[src/rtl/spi_status_ctrl.sv]
// APB status/interrupt block for the SPI peripheral: FIFO flags, sticky W1C IRQ flags, mask, watermarks.
// Optional RX overrun error counter at 0x10 is enabled by defining SPI_STAT_ERRCNT_EN.
module spi_status_ctrl #(
  parameter int DEPTH = 8,
  parameter int LVL_W = 4
) (
  input  logic             PCLK,
  input  logic             PRESET,
  input  logic             PSEL,
  input  logic             PENABLE,
  input  logic             PWRITE,
  input  logic [4:0]       PADDR,
  input  logic [31:0]      PWDATA,
  output logic [31:0]      PRDATA,
  output logic             PREADY,
  input  logic [LVL_W-1:0] TX_LEVEL,
  input  logic [LVL_W-1:0] RX_LEVEL,
  input  logic             TX_UNDERRUN,
  input  logic             RX_OVERRUN,
  input  logic             BUSY,
  output logic             TXFIFO_FULL,
  output logic             TXFIFO_EMPTY,
  output logic             RXFIFO_FULL,
  output logic             RXFIFO_EMPTY,
  output logic             IRQ
);

  localparam logic [LVL_W-1:0] DEPTH_L = LVL_W'(DEPTH);
  localparam logic [LVL_W-1:0] WM_RST  = LVL_W'(DEPTH / 2);

  logic             tx_full_q, tx_full_d, tx_empty_q, tx_empty_d;
  logic             rx_full_q, rx_full_d, rx_empty_q, rx_empty_d;
  logic [LVL_W-1:0] tx_lvl_q, tx_lvl_d, rx_lvl_q, rx_lvl_d;
  logic             busy_q, busy_d;
  logic [LVL_W-1:0] tx_wm_q, tx_wm_d, rx_wm_q, rx_wm_d;
  logic             txwm_c_q, txwm_c_d, rxwm_c_q, rxwm_c_d;
  logic [4:0]       stat_q, stat_d, mask_q, mask_d;
  logic             irq_q, irq_d;
  logic [31:0]      prdata_q, prdata_d;
`ifdef SPI_STAT_ERRCNT_EN
  logic [7:0]       errcnt_q, errcnt_d;
`endif

  logic             wr_s, rd_setup_s, wm_wr_s;
  logic [2:0]       addr_s;
  logic [4:0]       set_s, clr_s;
  logic [31:0]      rdata_s;
  logic             unused_s;

  assign unused_s = ^{PWDATA, PADDR[1:0]};
  assign PREADY   = 1'b1;

  // Next-state logic for flags, sticky interrupt state, APB registers and read data.
  always_comb begin
    wr_s       = PSEL & PENABLE & PWRITE;
    rd_setup_s = PSEL & ~PENABLE & ~PWRITE;
    addr_s     = PADDR[4:2];
    wm_wr_s    = wr_s && (addr_s == 3'd3);

    tx_full_d  = (TX_LEVEL >= DEPTH_L);
    tx_empty_d = (TX_LEVEL == {LVL_W{1'b0}});
    rx_full_d  = (RX_LEVEL >= DEPTH_L);
    rx_empty_d = (RX_LEVEL == {LVL_W{1'b0}});
    tx_lvl_d   = TX_LEVEL;
    rx_lvl_d   = RX_LEVEL;
    busy_d     = BUSY;

    mask_d  = mask_q;
    tx_wm_d = tx_wm_q;
    rx_wm_d = rx_wm_q;
    if (wr_s && (addr_s == 3'd2)) begin
      mask_d = PWDATA[4:0];
    end else begin
      mask_d = mask_q;
    end
    if (wm_wr_s) begin
      tx_wm_d = PWDATA[LVL_W-1:0];
      rx_wm_d = PWDATA[8 +: LVL_W];
    end else begin
      tx_wm_d = tx_wm_q;
      rx_wm_d = rx_wm_q;
    end

    // Conditions track the threshold in force after this edge, so a threshold write never looks like an edge.
    txwm_c_d = (TX_LEVEL <= tx_wm_d);
    rxwm_c_d = (RX_LEVEL >= rx_wm_d);

    set_s = {busy_q & ~BUSY,
             rxwm_c_d & ~rxwm_c_q & ~wm_wr_s,
             txwm_c_d & ~txwm_c_q & ~wm_wr_s,
             RX_OVERRUN,
             TX_UNDERRUN};
    if (wr_s && (addr_s == 3'd1)) begin
      clr_s = PWDATA[4:0];
    end else begin
      clr_s = 5'd0;
    end
    stat_d = (stat_q & ~clr_s) | set_s;
    irq_d  = |(stat_q & mask_q);

`ifdef SPI_STAT_ERRCNT_EN
    errcnt_d = errcnt_q;
    if (wr_s && (addr_s == 3'd4)) begin
      errcnt_d = RX_OVERRUN ? 8'd1 : 8'd0;
    end else if (RX_OVERRUN && (errcnt_q != 8'd255)) begin
      errcnt_d = errcnt_q + 8'd1;
    end else begin
      errcnt_d = errcnt_q;
    end
`endif

    rdata_s = 32'd0;
    case (addr_s)
      3'd0: begin
        rdata_s[0]     = tx_full_q;
        rdata_s[1]     = tx_empty_q;
        rdata_s[2]     = rx_full_q;
        rdata_s[3]     = rx_empty_q;
        rdata_s[4]     = busy_q;
        rdata_s[15:8]  = 8'(tx_lvl_q);
        rdata_s[23:16] = 8'(rx_lvl_q);
      end
      3'd1: rdata_s[4:0] = stat_q;
      3'd2: rdata_s[4:0] = mask_q;
      3'd3: begin
        rdata_s[7:0]  = 8'(tx_wm_q);
        rdata_s[15:8] = 8'(rx_wm_q);
      end
`ifdef SPI_STAT_ERRCNT_EN
      3'd4: rdata_s[7:0] = errcnt_q;
`endif
      default: rdata_s = 32'd0;
    endcase

    if (rd_setup_s) begin
      prdata_d = rdata_s;
    end else if (PSEL) begin
      prdata_d = prdata_q;
    end else begin
      prdata_d = 32'd0;
    end
  end

  // State registers with synchronous reset.
  always_ff @(posedge PCLK) begin
    if (PRESET) begin
      tx_full_q  <= 1'b0;
      tx_empty_q <= 1'b1;
      rx_full_q  <= 1'b0;
      rx_empty_q <= 1'b1;
      tx_lvl_q   <= {LVL_W{1'b0}};
      rx_lvl_q   <= {LVL_W{1'b0}};
      busy_q     <= 1'b0;
      tx_wm_q    <= WM_RST;
      rx_wm_q    <= WM_RST;
      txwm_c_q   <= 1'b0;
      rxwm_c_q   <= 1'b0;
      stat_q     <= 5'd0;
      mask_q     <= 5'd0;
      irq_q      <= 1'b0;
      prdata_q   <= 32'd0;
`ifdef SPI_STAT_ERRCNT_EN
      errcnt_q   <= 8'd0;
`endif
    end else begin
      tx_full_q  <= tx_full_d;
      tx_empty_q <= tx_empty_d;
      rx_full_q  <= rx_full_d;
      rx_empty_q <= rx_empty_d;
      tx_lvl_q   <= tx_lvl_d;
      rx_lvl_q   <= rx_lvl_d;
      busy_q     <= busy_d;
      tx_wm_q    <= tx_wm_d;
      rx_wm_q    <= rx_wm_d;
      txwm_c_q   <= txwm_c_d;
      rxwm_c_q   <= rxwm_c_d;
      stat_q     <= stat_d;
      mask_q     <= mask_d;
      irq_q      <= irq_d;
      prdata_q   <= prdata_d;
`ifdef SPI_STAT_ERRCNT_EN
      errcnt_q   <= errcnt_d;
`endif
    end
  end

  assign TXFIFO_FULL  = tx_full_q;
  assign TXFIFO_EMPTY = tx_empty_q;
  assign RXFIFO_FULL  = rx_full_q;
  assign RXFIFO_EMPTY = rx_empty_q;
  assign IRQ          = irq_q;
  assign PRDATA       = prdata_q;

endmodule
[config.mk]
export PLATFORM = sky130hd
export DESIGN_NAME = spi_status_ctrl
export DESIGN_NICKNAME = d
export VERILOG_FILES = /design/src/rtl/spi_status_ctrl.sv
export SDC_FILE = /design/constraint.sdc
export NUM_CORES = 1
export LEC_CHECK = 0
export CAP_MARGIN = 20
export CORE_ASPECT_RATIO = 2
export CORE_MARGIN = 1
export CORE_UTILIZATION = 45
export DETAILED_ROUTE_END_ITERATION = 12
export GPL_ROUTABILITY_DRIVEN = 0
export PLACE_DENSITY = 0.88
export SETUP_SLACK_MARGIN = 0.05
export SLEW_MARGIN = 20
export SYNTH_ARGS = -nofsm -noshare
export SYNTH_HDL_FRONTEND = slang
export SYNTH_SLANG_ARGS = --single-unit
[constraint.sdc]
create_clock -name PCLK -period 3.4 [get_ports PCLK]
set_clock_uncertainty 0.05 [all_clocks]
set_input_delay 0.34 -clock PCLK [delete_from_list [all_inputs] [get_ports PCLK]]
set_output_delay 0.34 -clock PCLK [all_outputs]
set_load 0.1 [all_outputs]
### Word level (Yosys, flattened, before mapping)

Cells that the tools add are included.
W data, S select, Z words.

| storage, ports and cells | value |
|---|---|
| bits in registers | 55 |
| bits of input ports | 53 |
| output and inout port bits | 38 |
| logic and storage cells | 57 |

| cells by class | value |
|---|---|
| $lt $le $gt $ge | 4 |
| eq/ne operators | 4 |
| muxes and demuxes | 8 |
| bitwise gates (word level) | 19 |
| reduce and logical (&&, ||, !) cells | 7 |

Operators by type and width:

| operator | count |
|---|---|
| $mux W24 | 2 |
| $pmux W5 S4 | 1 |
| $mux W4 | 3 |
| $and A5 B5 Y5 | 2 |
| $and A1 B1 Y1 | 9 |
| $ge A4 B4 Y1 const B | 2 |
| $logic_not A4 Y1 | 2 |
| $pmux W4 S2 | 1 |
| $eq A3 B2 Y1 const B | 2 |
| $not A1 Y1 | 6 |
| $mux W5 | 1 |
| $not A5 Y5 | 1 |
| $or A5 B5 Y5 | 1 |
| $reduce_or A5 Y1 | 1 |
| $ge A4 B4 Y1 | 1 |
| $le A4 B4 Y1 | 1 |
| $eq A3 B1 Y1 const B | 1 |
| $logic_and A1 B1 Y1 | 3 |
| $logic_not A3 Y1 | 1 |
| $ne A2 B1 Y1 const B | 1 |

### Logic depth before layout (Yosys ltp)

| logic depth | value |
|---|---|
| depth after elaboration | 8 |
| gate-level depth with buffers | 10 |
| gate-level depth less buffers | 9 |

### Worst setup path before layout

Ideal clock, no wire load.

| path | value |
|---|---|
| path type | input port to flip-flop |
| start | in PADDR[3] |
| end | reg stat_q[3] |
| setup time | 0.117 ns |
| arrival | 2.082 ns |
| required time | 3.233 ns |
| slack | 1.151 ns |
| stages on the path | 9 |
| path buffers | 1 |
| cell sequence | buf_2 nand2_1 nor2_4 mux2_2 ha_1 nand2b_1 a21oi_1 o21ai_0 a32o_1 |

| on the way | value |
|---|---|
| cells in the longest elaborated chain, start to end | 7 |

RTL lines:

| what | RTL line | source |
|---|---|---|
| from (decl) | 12 | `input logic [4:0] PADDR,` |
| $eq A3 B2 Y1 | 58 | `wm_wr_s = wr_s && (addr_s == 3'd3);` |
| $logic_and A1 B1 Y1 | 58 |  |
| $mux W4 | 76 | `if (wm_wr_s) begin` |
| via rx_wm_d[0] | 35 | `logic [LVL_W-1:0] tx_wm_q, tx_wm_d, rx_wm_q, rx_wm_d;` |
| $ge A4 B4 Y1 | 86 | `rxwm_c_d = (RX_LEVEL >= rx_wm_d);` |
| $and A1 B1 Y1 (2 in series) | 89 | `rxwm_c_d & ~rxwm_c_q & ~wm_wr_s,` |
| $or A5 B5 Y5 | 98 | `stat_d = (stat_q & ~clr_s) \| set_s;` |
| to (signal assigned) | 177 | `stat_q <= stat_d;` |
| to (decl) | 37 | `logic [4:0] stat_q, stat_d, mask_q, mask_d;` |

The timed path passes the listed nets, and every way through them passes these cells.
A chain may end at the register's enable or synchronous reset.

### Final worst setup path

| path | value |
|---|---|
| start | in PADDR[4] |
| end | reg stat_q[2] |

| on the way | value |
|---|---|
| cells in the longest elaborated chain, start to end | 7 |

RTL lines:

| what | RTL line | source |
|---|---|---|
| $eq A3 B2 Y1 | 58 |  |
| $logic_and A1 B1 Y1 | 58 |  |
| $mux W4 | 76 |  |
| $le A4 B4 Y1 | 85 | `txwm_c_d = (TX_LEVEL <= tx_wm_d);` |
| $and A1 B1 Y1 (2 in series) | 90 | `txwm_c_d & ~txwm_c_q & ~wm_wr_s,` |
| $or A5 B5 Y5 (*) | 98 |  |

Every way passes the cells marked *; elsewhere a longest branch is shown, timed or not.

==> impl_metrics.json <==
{
  "grtUsageTotal_pct": 18.3,
  "synth_top_area_share_pct": 46.1,
  "htree_num_levels": 2,
  "outcome": "complete, no violations",
  "die-area_um2": 4820,
  "syn_area_um2": 2040,
  "synth_area_leaders": "dfxtp_1 46%, buf_4 7.7%, mux2i_1 5.9%",
  "num_rows": 34,
  "startpoint": "PADDR[4]",
  "ios": 91,
  "first_global_vias": 1394,
  "area_growth_pct": 25.8,
  "reg2reg_depth": 6,
  "ant_nets": 0,
  "synthFlopType": "dfxtp_1",
  "cp_cell_sequence": "clkdlybuf4s50_1, nand4b_2, nor2_4, mux2i_1, ha_1, a21oi_1, o21ai_0, a211o_1, a21oi_1",
  "path_max_fanout": 10,
  "hold_buffers": 0,
  "diodes": 0,
  "worstMarginPinSlew_ns": 0.972,
  "synth_edf_count": 0,
  "remaining_drc_errors": 0,
  "reg2reg_to": "stat_q[2]$_SDFF_PP0_",
  "async_flop_share_pct": 0,
  "cts_tree": "done",
  "routed_wl_um": 4130,
  "synth_cell_type_count": 33,
  "max-cap-violations": 0,
  "yosysMostFrequentCell": "dfxtp_1",
  "dr.pass1.iters": 4,
  "postCtsSetupBuffers": 0,
  "min-delay-start": "tx_lvl_q[1]$_SDFF_PP0_",
  "hold_slack_ns": 0.426,
  "final.min_clock_period_ns": 2.58,
  "die_h_um": 97.2,
  "wire_per_inst_um": 13.8,
  "final_util_pct": 59.1,
  "route.vias.total": 1514,
  "path_clk_slew_ns": 0.08,
  "overflow": 0,
  "critical_path_depth": 9,
  "crit_path_end_kind": "register",
  "cpMostUsedCell": "a21oi_1",
  "clkLatencyLatePin_ns": 0.30,
  "critical_path.top_delay_family": "simple AND/OR/NAND/NOR gates",
  "setup_viol": 0,
  "clk_path_buf_depth": 2,
  "crit_end": "stat_q[2]$_SDFF_PP0_",
  "power_leakage_nw": 0.988,
  "grt_pass1_wl_um": 6490,
  "dr.first_iter.drc_count": 36,
  "start_util_pct": 47.0,
  "path_class": "primary input to register",
  "finalMaxSlewViolations": 0,
  "powerDensity_nw_per_um2": 448,
  "final-hold-violation-count": 0,
  "max_stage_delay_ns": 0.43,
  "synth_seq_cells": 47,
  "synth_common_cells": "47 x dfxtp_1, 24 x nor2_1, 21 x buf_4",
  "vias_per_cell": 5.06,
  "slew_headroom_pct": 35.0,
  "clock-sinks": 47,
  "place_ws_ns": 0.470,
  "yosys.area.top_type": "dfxtp_1",
  "dpl.hpwl_um": 3180,
  "finalWorstSetupSlack_ns": 0.822,
  "fin_crit_sh_pct": 75.8,
  "die_w_um": 49.6,
  "portBuffers": 45,
  "synth_cells": 197,
  "drive_gt1_share_pct": 8.98,
  "rr_startpoint": "tx_wm_q[1]$_SDFF_PP0_",
  "rsz0062_at_grt": "false",
  "synth_seq_area_share_pct": 46.1,
  "fmax_ghz": 0.388,
  "cp.arrival_ns": 2.77,
  "syn_avg_cell_area_um2": 10.4,
  "fin_nets": 305,
  "critPathRequiredTime_ns": 3.59,
  "numCtsBuffers": 5,
  "cts_resized": 0,
  "start_kind": "primary input",
  "core-area_um2": 4340,
  "grt_max_degree": 37,
  "cts-root-buf": "clkbuf_8",
  "crit_buf_inv": 1,
  "ir_drop_mv": 0.331,
  "ys_warn_count": 0,
  "fin_setup_tns_ns": 0,
  "r2r_setup_slack_ns": 1.77,
  "hold_class": "register to register",
  "crit_path_top_delay_cell": "clkdlybuf4s50_1",
  "grt_antenna_before_repair": 0
}
## stage by stage
stage / instances / instance area [um^2] / total power, mW
4_1_cts: 299 / 2560 / 1.16
5_1_grt: 299 / 2560 / 1.19
6_report: 299 / 2560 / 1.15
3_3_place_gp: 291 / 2470 / 0.816
2_1_floorplan: 215 / 2110 / 0.777
3_5_place_dp: 291 / 2470 / 0.818
## logic make-up (layout without fill, tap and decap cells)
group / Yosys count / in the layout / share of synthesized area [%]
mux: 18 / 18 / 11.4
fa+ha+maj: 8 / 8 / 4.91
flops: 47 / 47 / 46.1
simple gates: 59 / 59 / 16.0
buf+inv: 30 / 60 / 9.45
other cells: 2 / 20 / 0.368
compound gates: 33 / 33 / 11.8
## layout make-up
type | instances | area [um^2]
clock buffers | 7 | 86.3
inverters | 4 | 15.0
multi-input cells | 138 | 973
repair buffers | 48 | 473
fillers | 375 | 1770
clock inverters | 1 | 8.76
flip-flops and latches | 47 | 941
well taps | 54 | 67.6
## power by group
group          switching, mW  total (mW)  leakage [nW]  internal, mW
clock                  0.176       0.343        0.0484         0.166
sequential            0.0102       0.578         0.385         0.567
combinational          0.167       0.228         0.555        0.0610
total                  0.354        1.15         0.988         0.795
## worst reg2reg max path: stages (launching register included)
cell and delay, ns:
dfxtp_1 0.32, mux2i_1 0.25, ha_1 0.30, a21oi_1 0.12
o21ai_0 0.12, a211o_1 0.27, a21oi_1 0.13
## state kept, by name, summed over array words and instances (netlist names)
name	count
rx_lvl_q	4
PRDATA	13
tx_lvl_q	4
rxwm_c_q	1
tx_wm_q	4
RXFIFO_EMPTY	1
TXFIFO_EMPTY	1
RXFIFO_FULL	1
busy_q	1
IRQ	1
mask_q	5
TXFIFO_FULL	1
rx_wm_q	4
txwm_c_q	1
stat_q	5
## layer usage
metal | part of all wire (%) | vias to the layer above | track usage [%]
met5 | 0 | - | 0
met4 | 5.5 | 0 | 15.6
met3 | 3.4 | 12 | 2.82
met2 | 53 | 51 | 31.3
met1 | 38 | 705 | 18.5
li1 | - | 746 | -
## placed cells by master, fill, tap and decap left out, drive strengths merged
cell type      count
a211o              1
a21oi             10
a222oi             5
a22o               5
a22oi              5
a32o               1
and2               4
buf                3
clkbuf             7
clkdlybuf4s50     45
clkinv             1
conb              20
dfxtp             47
ha                 8
inv                4
mux2               2
mux2i             12
mux4               4
nand2             11
nand2b             1
nand3b             1
nand4              1
nand4b             1
nor2              25
nor2b             10
nor3               2
nor3b              2
o21a               1
o21ai              3
o41ai              2
or4b               1
## worst min-delay path by stage
stage	end	slack (ns)	cells past startpoint
2_1_floorplan	RXFIFO_EMPTY$_SDFF_PP1_	0.38	1
3_3_place_gp	PRDATA[9]$_SDFFE_PP0P_	0.40	2
3_5_place_dp	PRDATA[9]$_SDFFE_PP0P_	0.41	2
4_1_cts	PRDATA[9]$_SDFFE_PP0P_	0.43	2
5_1_grt	PRDATA[1]$_SDFFE_PP0P_	0.45	1
6_report	PRDATA[9]$_SDFFE_PP0P_	0.43	2
(Power assumes the default switching activity.)
